[config.mk]
export PLATFORM = sky130hd
export DESIGN_NAME = bot_update_handshake
export DESIGN_NICKNAME = d
export VERILOG_FILES = /design/src/rtl/bot_update_handshake_pkg.sv /design/src/rtl/bot_update_handshake_rise_detect.sv /design/src/rtl/bot_update_handshake.sv
export SDC_FILE = /design/constraint.sdc
export NUM_CORES = 1
export LEC_CHECK = 0
export ABC_AREA = 1
export CAP_MARGIN = 10
export CORE_MARGIN = 4
export CORE_UTILIZATION = 55
export CTS_BUF_LIST = sky130_fd_sc_hd__clkbuf_2
export DETAILED_ROUTE_END_ITERATION = 6
export PLACE_DENSITY = 0.91
export RECOVER_POWER = 25
export SYNTH_ARGS = -nofsm -noshare
export SYNTH_HDL_FRONTEND = slang
export SYNTH_SLANG_ARGS = --single-unit
[constraint.sdc]
create_clock -name clk -period 2.47 [get_ports clk]
set_input_delay 0.494 -clock clk [delete_from_list [all_inputs] [get_ports clk]]
set_output_delay 0.494 -clock clk [all_outputs]
set_load 0.02 [all_outputs]
[src/rtl/bot_update_handshake_pkg.sv]
// Shared types and field layout for the rojobot update handshake.
// Holds the state encoding and the bit positions of the packed bot info word.
package bot_update_handshake_pkg;

    typedef enum logic [1:0] {
        BHS_IDLE     = 2'd0,
        BHS_PENDING  = 2'd1,
        BHS_ACK_WAIT = 2'd2
    } bhs_state_t;

    // Packed word layout: {LocX, LocY, Sensors, BotInfo}, one byte each
    localparam int LOCX_LSB    = 24;
    localparam int LOCY_LSB    = 16;
    localparam int SENSORS_LSB = 8;
    localparam int BOTINFO_LSB = 0;
    localparam int FIELD_W     = 8;

    function automatic logic [31:0] pack_bot_info(
        input logic [7:0] loc_x,
        input logic [7:0] loc_y,
        input logic [7:0] sensors,
        input logic [7:0] bot_info
    );
        return {loc_x, loc_y, sensors, bot_info};
    endfunction

endpackage

[src/rtl/bot_update_handshake_rise_detect.sv]
// Rising-edge detector for the rojobot register-update strobe.
module bot_update_handshake_rise_detect (
    input  logic clk,
    input  logic reset,
    input  logic sig,
    output logic rise
);

    logic sig_d;

    always_ff @(posedge clk) begin
        if (reset)
            sig_d <= 1'b0;
        else
            sig_d <= sig;
    end

    assign rise = sig & ~sig_d;

endmodule

[src/rtl/bot_update_handshake.sv]
// Snapshots rojobot register updates and hands them to the CPU with a level
// handshake; a one-deep shadow keeps an update that lands mid-handshake.
module bot_update_handshake
    import bot_update_handshake_pkg::*;
#(
    parameter int DATA_W    = 32,
    parameter int UPD_CNT_W = 16,
    parameter int OVR_CNT_W = 8
) (
    input  logic                 clk,
    input  logic                 reset,
    input  logic                 upd_sysregs,
    input  logic [DATA_W-1:0]    bot_info_in,
    input  logic                 int_ack,
    output logic [DATA_W-1:0]    bot_info_out,
    output logic                 bot_update_sync,
    output logic [UPD_CNT_W-1:0] upd_count,
    output logic [OVR_CNT_W-1:0] overrun_count,
    output logic                 shadow_valid
);

    bhs_state_t        state;
    bhs_state_t        next_state;
    logic              upd_rise;
    logic [DATA_W-1:0] shadow;
    logic              load_direct;
    logic              drain_shadow;
    logic              capture_shadow;

    bot_update_handshake_rise_detect u_rise_detect (
        .clk   (clk),
        .reset (reset),
        .sig   (upd_sysregs),
        .rise  (upd_rise)
    );

    // An update arriving while the CPU still owns the current snapshot goes to the shadow
    always_comb begin
        next_state     = state;
        load_direct    = 1'b0;
        drain_shadow   = 1'b0;
        capture_shadow = 1'b0;
        case (state)
            BHS_IDLE: begin
                if (upd_rise) begin
                    load_direct = 1'b1;
                    next_state  = BHS_PENDING;
                end
            end
            BHS_PENDING: begin
                capture_shadow = upd_rise;
                if (int_ack)
                    next_state = BHS_ACK_WAIT;
            end
            BHS_ACK_WAIT: begin
                capture_shadow = upd_rise;
                if (!int_ack) begin
                    if (shadow_valid) begin
                        drain_shadow = 1'b1;
                        next_state   = BHS_PENDING;
                    end else begin
                        next_state = BHS_IDLE;
                    end
                end
            end
            default: next_state = BHS_IDLE;
        endcase
    end

    // Draining and refilling the shadow on the same edge is not a loss, so no overrun
    always_ff @(posedge clk) begin
        if (reset) begin
            state           <= BHS_IDLE;
            bot_info_out    <= '0;
            bot_update_sync <= 1'b0;
            upd_count       <= '0;
            overrun_count   <= '0;
            shadow_valid    <= 1'b0;
            shadow          <= '0;
        end else begin
            state           <= next_state;
            bot_update_sync <= (next_state == BHS_PENDING);
            if (upd_rise)
                upd_count <= upd_count + UPD_CNT_W'(1);
            if (load_direct)
                bot_info_out <= bot_info_in;
            else if (drain_shadow)
                bot_info_out <= shadow;
            if (capture_shadow) begin
                shadow       <= bot_info_in;
                shadow_valid <= 1'b1;
                if (shadow_valid && !drain_shadow && (overrun_count != '1))
                    overrun_count <= overrun_count + OVR_CNT_W'(1);
            end else if (drain_shadow) begin
                shadow_valid <= 1'b0;
            end
        end
    end

endmodule
==> flow_metrics.py, run 1 <==
metrics = {
    "run_status": {
        "status": "finished clean",
    },
    "worst_setup_path": {
        "crit_family": "buffers and inverters",
        "crit_chain": "clkdlybuf4s50_1",
        "slowest_delay_ns": 0.64,
        "criticalPathCategory": "register to output port",
        "r2r_setup_slack_ns": 0.47,
        "cp.arrival_ns": 1.63,
        "endpoint_kind": "output port",
        "slowest_stage": "clkdlybuf4s50_1",
        "critPathLaunchType": "register",
        "critPathMaxFanout": 5,
        "crit_buf_inv": 1,
        "crit_required_ns": 1.98,
    },
    "grt": {
        "grt_max_degree": 42,
        "grt_antenna_before_repair": 0,
        "grt_pass1_vias": 3462,
        "grt_use_total_pct": 22.2,
        "overflow": 0,
        "grt_pass1_wl_um": 15700,
    },
    "sta": {
        "finalMaxSlewViolations": 0,
        "setup-tns-final_ns": 0,
        "rsz0062_at_grt": "false",
        "post-route-period-util_pct": 86.2,
        "hold_ws_ns": 0.467,
        "hold_viol_final": 0,
        "final-setup-viol-count": 0,
        "fin_crit_ns": 2.13,
        "fmax_ghz": 0.470,
        "slew_headroom_pct": 36.0,
        "fin_skew_ns": 0.0226,
        "worstMarginPinSlew_ns": 0.959,
    },
    "synthesis": {
        "syn_nets": 580,
        "synth_cell_types": 26,
        "synth-edff-count": 0,
        "syn-cell-area_um2": 3980,
        "netlist_instances": 538,
        "synthArstFlopShare_pct": 0,
        "synth-seq-cells": 93,
        "ys.flop_type": "dfxtp_1",
        "synth_top_cell_by_area": "dfxtp_1",
        "ys.warnings.count": 0,
        "synth-seq-area-share_pct": 46.8,
        "synthTopCellsByArea": "dfxtp_1 47%, o21ai_0 9.1%, a21oi_1 8.9%",
        "synth_common_cells": "93 x dfxtp_1, 85 x nand2_1, 72 x o21ai_0, 71 x a21oi_1, 65 x inv_1",
        "synth_area_per_cell_um2": 7.40,
        "synth_top_area_share_pct": 46.8,
        "synth_most_common_cell": "dfxtp_1",
    },
    "clock_network": {
        "cts.sinks": 93,
        "clk_latency_ns": 0.52,
        "postCtsSetupBuffers": 0,
        "htreeDepth": 3,
        "cts-buffers-inserted": 9,
        "cts_root_buf": "clkbuf_2",
        "clk_path_buf_depth": 2,
        "hold_buffers": 0,
        "tritoncts": "yes",
        "ctsResizeCount": 0,
        "clkTransAtPathRegs_ns": 0.25,
    },
    "power_and_ir_drop": {
        "ir_drop_mv": 0.361,
        "total_power_mw": 3.07,
        "power_density_nw_per_um2": 611,
        "power.leakage_nw": 1.89,
    },
    "placed_design": {
        "finalWeightedCongestion": 0.845,
        "io_buffers": 93,
        "dpl-instance-area_um2": 4940,
        "place_inst": 705,
        "hpwl_um": 6700,
    },
    "route": {
        "wl_met2_um": 4680,
        "first_pass_iters": 5,
        "vias_per_cell": 5.26,
        "finalWirelength_um": 9460,
        "drt_iter0_markers": 209,
        "ant_nets": 0,
        "wl_per_cell_um": 13.1,
        "met1_length_um": 4120,
        "dr_wl_met3_um": 502,
        "route.detailed.drc": 0,
        "top_layer_used": "met4",
        "vias": 3793,
    },
    "finish": {
        "area_growth_syn_to_layout_pct": 26.3,
        "fillCellCount": 551,
        "drive_above_1_share_pct": 4.48,
        "fin_area_um2": 5030,
        "antenna_cells": 0,
        "finalNonFillerCells": 721,
        "nNetsFinal": 662,
    },
    "worst_hold_path": {
        "hp-class": "register to register",
    },
    "floorplan": {
        "io_pins": 94,
        "rows": 30,
        "start_util_pct": 57.6,
        "die_h_um": 93.1,
        "die-width_um": 93.1,
        "dieArea_um2": 8660,
        "coreArea_um2": 6910,
    },
    "run": {
        "cap_viol_max_count": 0,
    },
}
state kept, by name, summed over array words and instances (netlist names):
signal / count
bot_info_out: 32
shadow: 32
upd_count: 16
overrun_count: 8
state: 2
bot_update_sync: 1
shadow_valid: 1
u_rise_detect.sig_d: 1
kinds of logic after synthesis:
family                   after synthesis  share of synthesized area [%]
AO/OA/AOI/OAI                        180                           23.5
flip-flops                            93                           46.8
AND/OR/NAND/NOR                      158                           16.5
buffers and inverters                 97                           10.4
adder cells (fa/ha/maj)                6                           1.89
XOR/XNOR                               4                          0.880
layer usage:
metal  vias up  track usage [%]
met5         -                0
met4         0             8.79
met3        13             4.75
met2       108             37.2
met1      1747             27.9
li1       1925                -
metrics by stage:
step | utilization, % | setup slack (ns)
after detailed placement | 71.5 | 0.414
after CTS | 73.2 | 0.277
final | 72.8 | 0.342
after global placement | 71.5 | 0.485
after floorplan | - | 1.04
after global routing | 72.8 | 0.213
layout by cell type, fill, tap and decap left out, drive strengths merged:
cell           netlist  layout
ha                   6       6
clkbuf              14      14
clkinvlp             0       1
clkdlybuf4s50        0      91
dfxtp               93      93
buf                 16       3
nand2               86      86
and2                 1       1
clkinv               0       3
o21a                 1       1
nor3b                1       1
nand3               18      18
nand4                3       3
a31oi                1       1
xor2                 4       4
nand3b               3       3
nor2                43      43
a21oi               71      71
o21ai               95      95
o211ai              11      11
inv                 67      69
bufinv               0       1
dlygate4sd3          0       2
a21boi               1       1
nor3                 3       3
power by group:
part           total, mW  internal, mW  switching (mW)
logic              0.633         0.275           0.358
registers           1.68          1.62          0.0560
clock network      0.756         0.240           0.516
cell type report:
| class | count | area [µm²] | area share, % |
|---|---|---|---|
| Tap cell | 96 | 120 | 2.39 |
| Inverter | 67 | 251 | 5.00 |
| Multi-Input combinational cell | 348 | 1700 | 33.8 |
| Timing Repair Buffer | 101 | 977 | 19.4 |
| Sequential cell | 93 | 1860 | 37.0 |
| Clock buffer | 9 | 45.0 | 0.896 |
| Clock inverter | 7 | 73.8 | 1.47 |
final timing paths:
| kind | end | cells after the start | start |
|---|---|---|---|
| worst min-delay path | shadow[19] | 2 | shadow[19] |
| worst min register to register | shadow[19] | 2 | shadow[19] |
| worst max-delay path | overrun_count[4] | 1 | overrun_count[4] |
| worst max register to register | shadow[15] | 6 | state[1] |
No activity file was read; power rests on OpenSTA's default activity.
==> run 2: changes to the inputs <==
--- a/config.mk
+++ b/config.mk
@@ -16,3 +16,4 @@
 export SYNTH_ARGS = -nofsm -noshare
 export SYNTH_HDL_FRONTEND = slang
 export SYNTH_SLANG_ARGS = --single-unit
+export TNS_END_PERCENT = 5
==> results of run 2 <==
No change in the layout: final DEF, timing and power equal those of run 1.
==> run 3: changes to the inputs <==
--- a/config.mk
+++ b/config.mk
@@ -8,10 +8,10 @@
 export ABC_AREA = 1
 export CAP_MARGIN = 10
 export CORE_MARGIN = 4
-export CORE_UTILIZATION = 55
-export CTS_BUF_LIST = sky130_fd_sc_hd__clkbuf_2
+export CORE_UTILIZATION = 53
 export DETAILED_ROUTE_END_ITERATION = 6
-export PLACE_DENSITY = 0.91
+export MAX_ROUTING_LAYER = met4
+export PLACE_DENSITY = 0.88
 export RECOVER_POWER = 25
 export SYNTH_ARGS = -nofsm -noshare
 export SYNTH_HDL_FRONTEND = slang
==> flow_metrics.py, run 3 (synthesis gave the netlist of run 1 again) <==
metrics = {
    "run_status": {
        "status": "finished clean",
    },
    "worst_setup_path": {
        "critPathMaxFanout": 5,
        "slowest_stage": "clkdlybuf4s50_1",
        "r2r_setup_slack_ns": 0.64,
        "endpoint_kind": "output port",
        "critPathLaunchType": "register",
        "cp-startpoint": "overrun_count[4]",
        "criticalPathCategory": "register to output port",
        "worst_r2r_endpoint": "overrun_count[4]",
        "timing.rr.start": "state[0]",
        "slowest_delay_ns": 0.67,
        "crit_buf_inv": 1,
        "crit_cells": 1,
        "cp.arrival_ns": 1.45,
        "endpoint": "overrun_count[4]",
        "crit_family": "buffers and inverters",
        "r2r_cells": 7,
        "crit_chain": "clkdlybuf4s50_1",
        "crit_required_ns": 1.98,
    },
    "sta": {
        "fmax_ghz": 0.515,
        "post-route-period-util_pct": 78.7,
        "worstMarginPinSlew_ns": 0.835,
        "final-setup-viol-count": 0,
        "setup-tns-final_ns": 0,
        "timing.final.ws_setup_ns": 0.526,
        "finalMaxSlewViolations": 0,
        "fin_crit_ns": 1.94,
        "hold_viol_final": 0,
        "rsz0062_at_grt": "false",
        "slew_headroom_pct": 44.3,
        "fin_skew_ns": 0.00778,
    },
    "floorplan": {
        "dieArea_um2": 8960,
        "io_pins": 94,
        "start_util_pct": 54.6,
        "rows": 31,
        "coreArea_um2": 7290,
        "die_h_um": 94.6,
        "die-width_um": 94.6,
    },
    "finish": {
        "area_growth_syn_to_layout_pct": 28.8,
        "fin_area_um2": 5130,
        "final_common_cell": "dfxtp_1",
        "final_cell_mix": "93 x dfxtp_1, 92 x clkdlybuf4s50_1, 85 x nand2_1",
        "antenna_cells": 0,
        "reg.largest.list": "bot_info_out: 32 flops, shadow: 32 flops, upd_count: 16 flops",
        "drive_above_1_share_pct": 4.64,
        "nNetsFinal": 662,
    },
    "clock_network": {
        "clk_path_buf_depth": 2,
        "clk_latency_ns": 0.35,
        "hold_buffers": 0,
        "postCtsSetupBuffers": 0,
        "htreeDepth": 3,
        "clkTransAtPathRegs_ns": 0.09,
        "tritoncts": "yes",
        "cts_root_buf": "clkbuf_8",
        "ctsResizeCount": 0,
        "cts.sinks": 93,
        "cts-buffers-inserted": 9,
    },
    "power_and_ir_drop": {
        "seq_power_share_pct": 50.3,
        "power_density_nw_per_um2": 650,
        "power.switching_mw": 0.954,
        "p_comb_share_pct": 18.8,
        "power.leakage_nw": 1.91,
        "power_frac_clock_pct": 30.9,
        "ir_drop_mv": 0.348,
        "p_int_mw": 2.38,
        "switching_share_pct": 28.6,
    },
    "grt": {
        "met1_usage_pct": 27.0,
        "globalRouteMet2Util_pct": 36.3,
        "grt_antenna_before_repair": 0,
        "grt_max_degree": 50,
        "grt_pass1_vias": 3491,
        "grt_busiest_layer": "met2",
        "grt_use_total_pct": 22.0,
        "grtUsageMet3_pct": 3.90,
        "overflow": 0,
        "grt_pass1_wl_um": 15500,
    },
    "placed_design": {
        "dpl-instance-area_um2": 4930,
        "hpwl_um": 6420,
        "preCtsSetupSlack_ns": 0.420,
        "io_buffers": 93,
        "finalWeightedCongestion": 0.821,
    },
    "route": {
        "wl_per_cell_um": 12.5,
        "finalWirelength_um": 9090,
        "first_pass_iters": 4,
        "route.detailed.drc": 0,
        "ant_nets": 0,
        "vias_per_cell": 5.17,
        "vias": 3746,
        "drt_iter0_markers": 158,
    },
    "worst_hold_path": {
        "hp-class": "register to register",
    },
    "run": {
        "cap_viol_max_count": 0,
    },
}
run 3: changes by cell type in the layout (fill, tap and decap cells not counted), moves of 2 or more:
cell	change
clkbuf_2	-11
clkbuf_8	+9
buf_4	+3
clkinv_2	-2
run 3: stage by stage:
step           hold WS (ns)  power, mW  utilization (%)  cells
2_1_floorplan         0.424       2.09                -    538
4_1_cts               0.454       3.37             70.4    724
3_3_place_gp          0.433       2.32             67.6    708
5_1_grt               0.483       3.53             70.3    724
3_5_place_dp          0.442       2.34             67.6    708
6_report              0.452       3.33             70.3    724
run 3: area by class of cell:
class                   count  area (µm²)
flip-flops and latches     93        1860
multi-input cells         348        1700
fillers                   610        2170
repair buffers            101         986
inverters                  67         251
well taps                  99         124
clock buffers               9         124
clock inverters             7        80.1
run 3: power groups by stage:
stage | combinational, mW | clock (mW) | sequential, mW
CTS | 0.634 | 1.06 | 1.67
detailed placement | 0.630 | 0 | 1.71
floorplan | 0.308 | 0 | 1.78
finish | 0.627 | 1.03 | 1.67
global route | 0.705 | 1.13 | 1.69
global placement | 0.613 | 0 | 1.70
run 3: worst min-delay path by stage:
stage                    start         endpoint  slack, ns  cells after the start
2_1_floorplan       shadow[31]       shadow[31]       0.42                      2
3_3_place_gp        shadow[16]       shadow[16]       0.43                      2
3_5_place_dp         shadow[6]        shadow[6]       0.44                      2
4_1_cts              shadow[6]        shadow[6]       0.45                      2
5_1_grt        bot_info_out[5]  bot_info_out[5]       0.48                      2
6_report            shadow[19]       shadow[19]       0.45                      2
run 3: layer usage:
| layer | part of all wire [%] | vias up | wire length, µm |
|---|---|---|---|
| met5 | 0 | - | 0 |
| met4 | 1.7 | 0 | 156 |
| met3 | 6.2 | 12 | 561 |
| met2 | 48 | 111 | 4390 |
| met1 | 44 | 1695 | 3980 |
| li1 | - | 1928 | - |
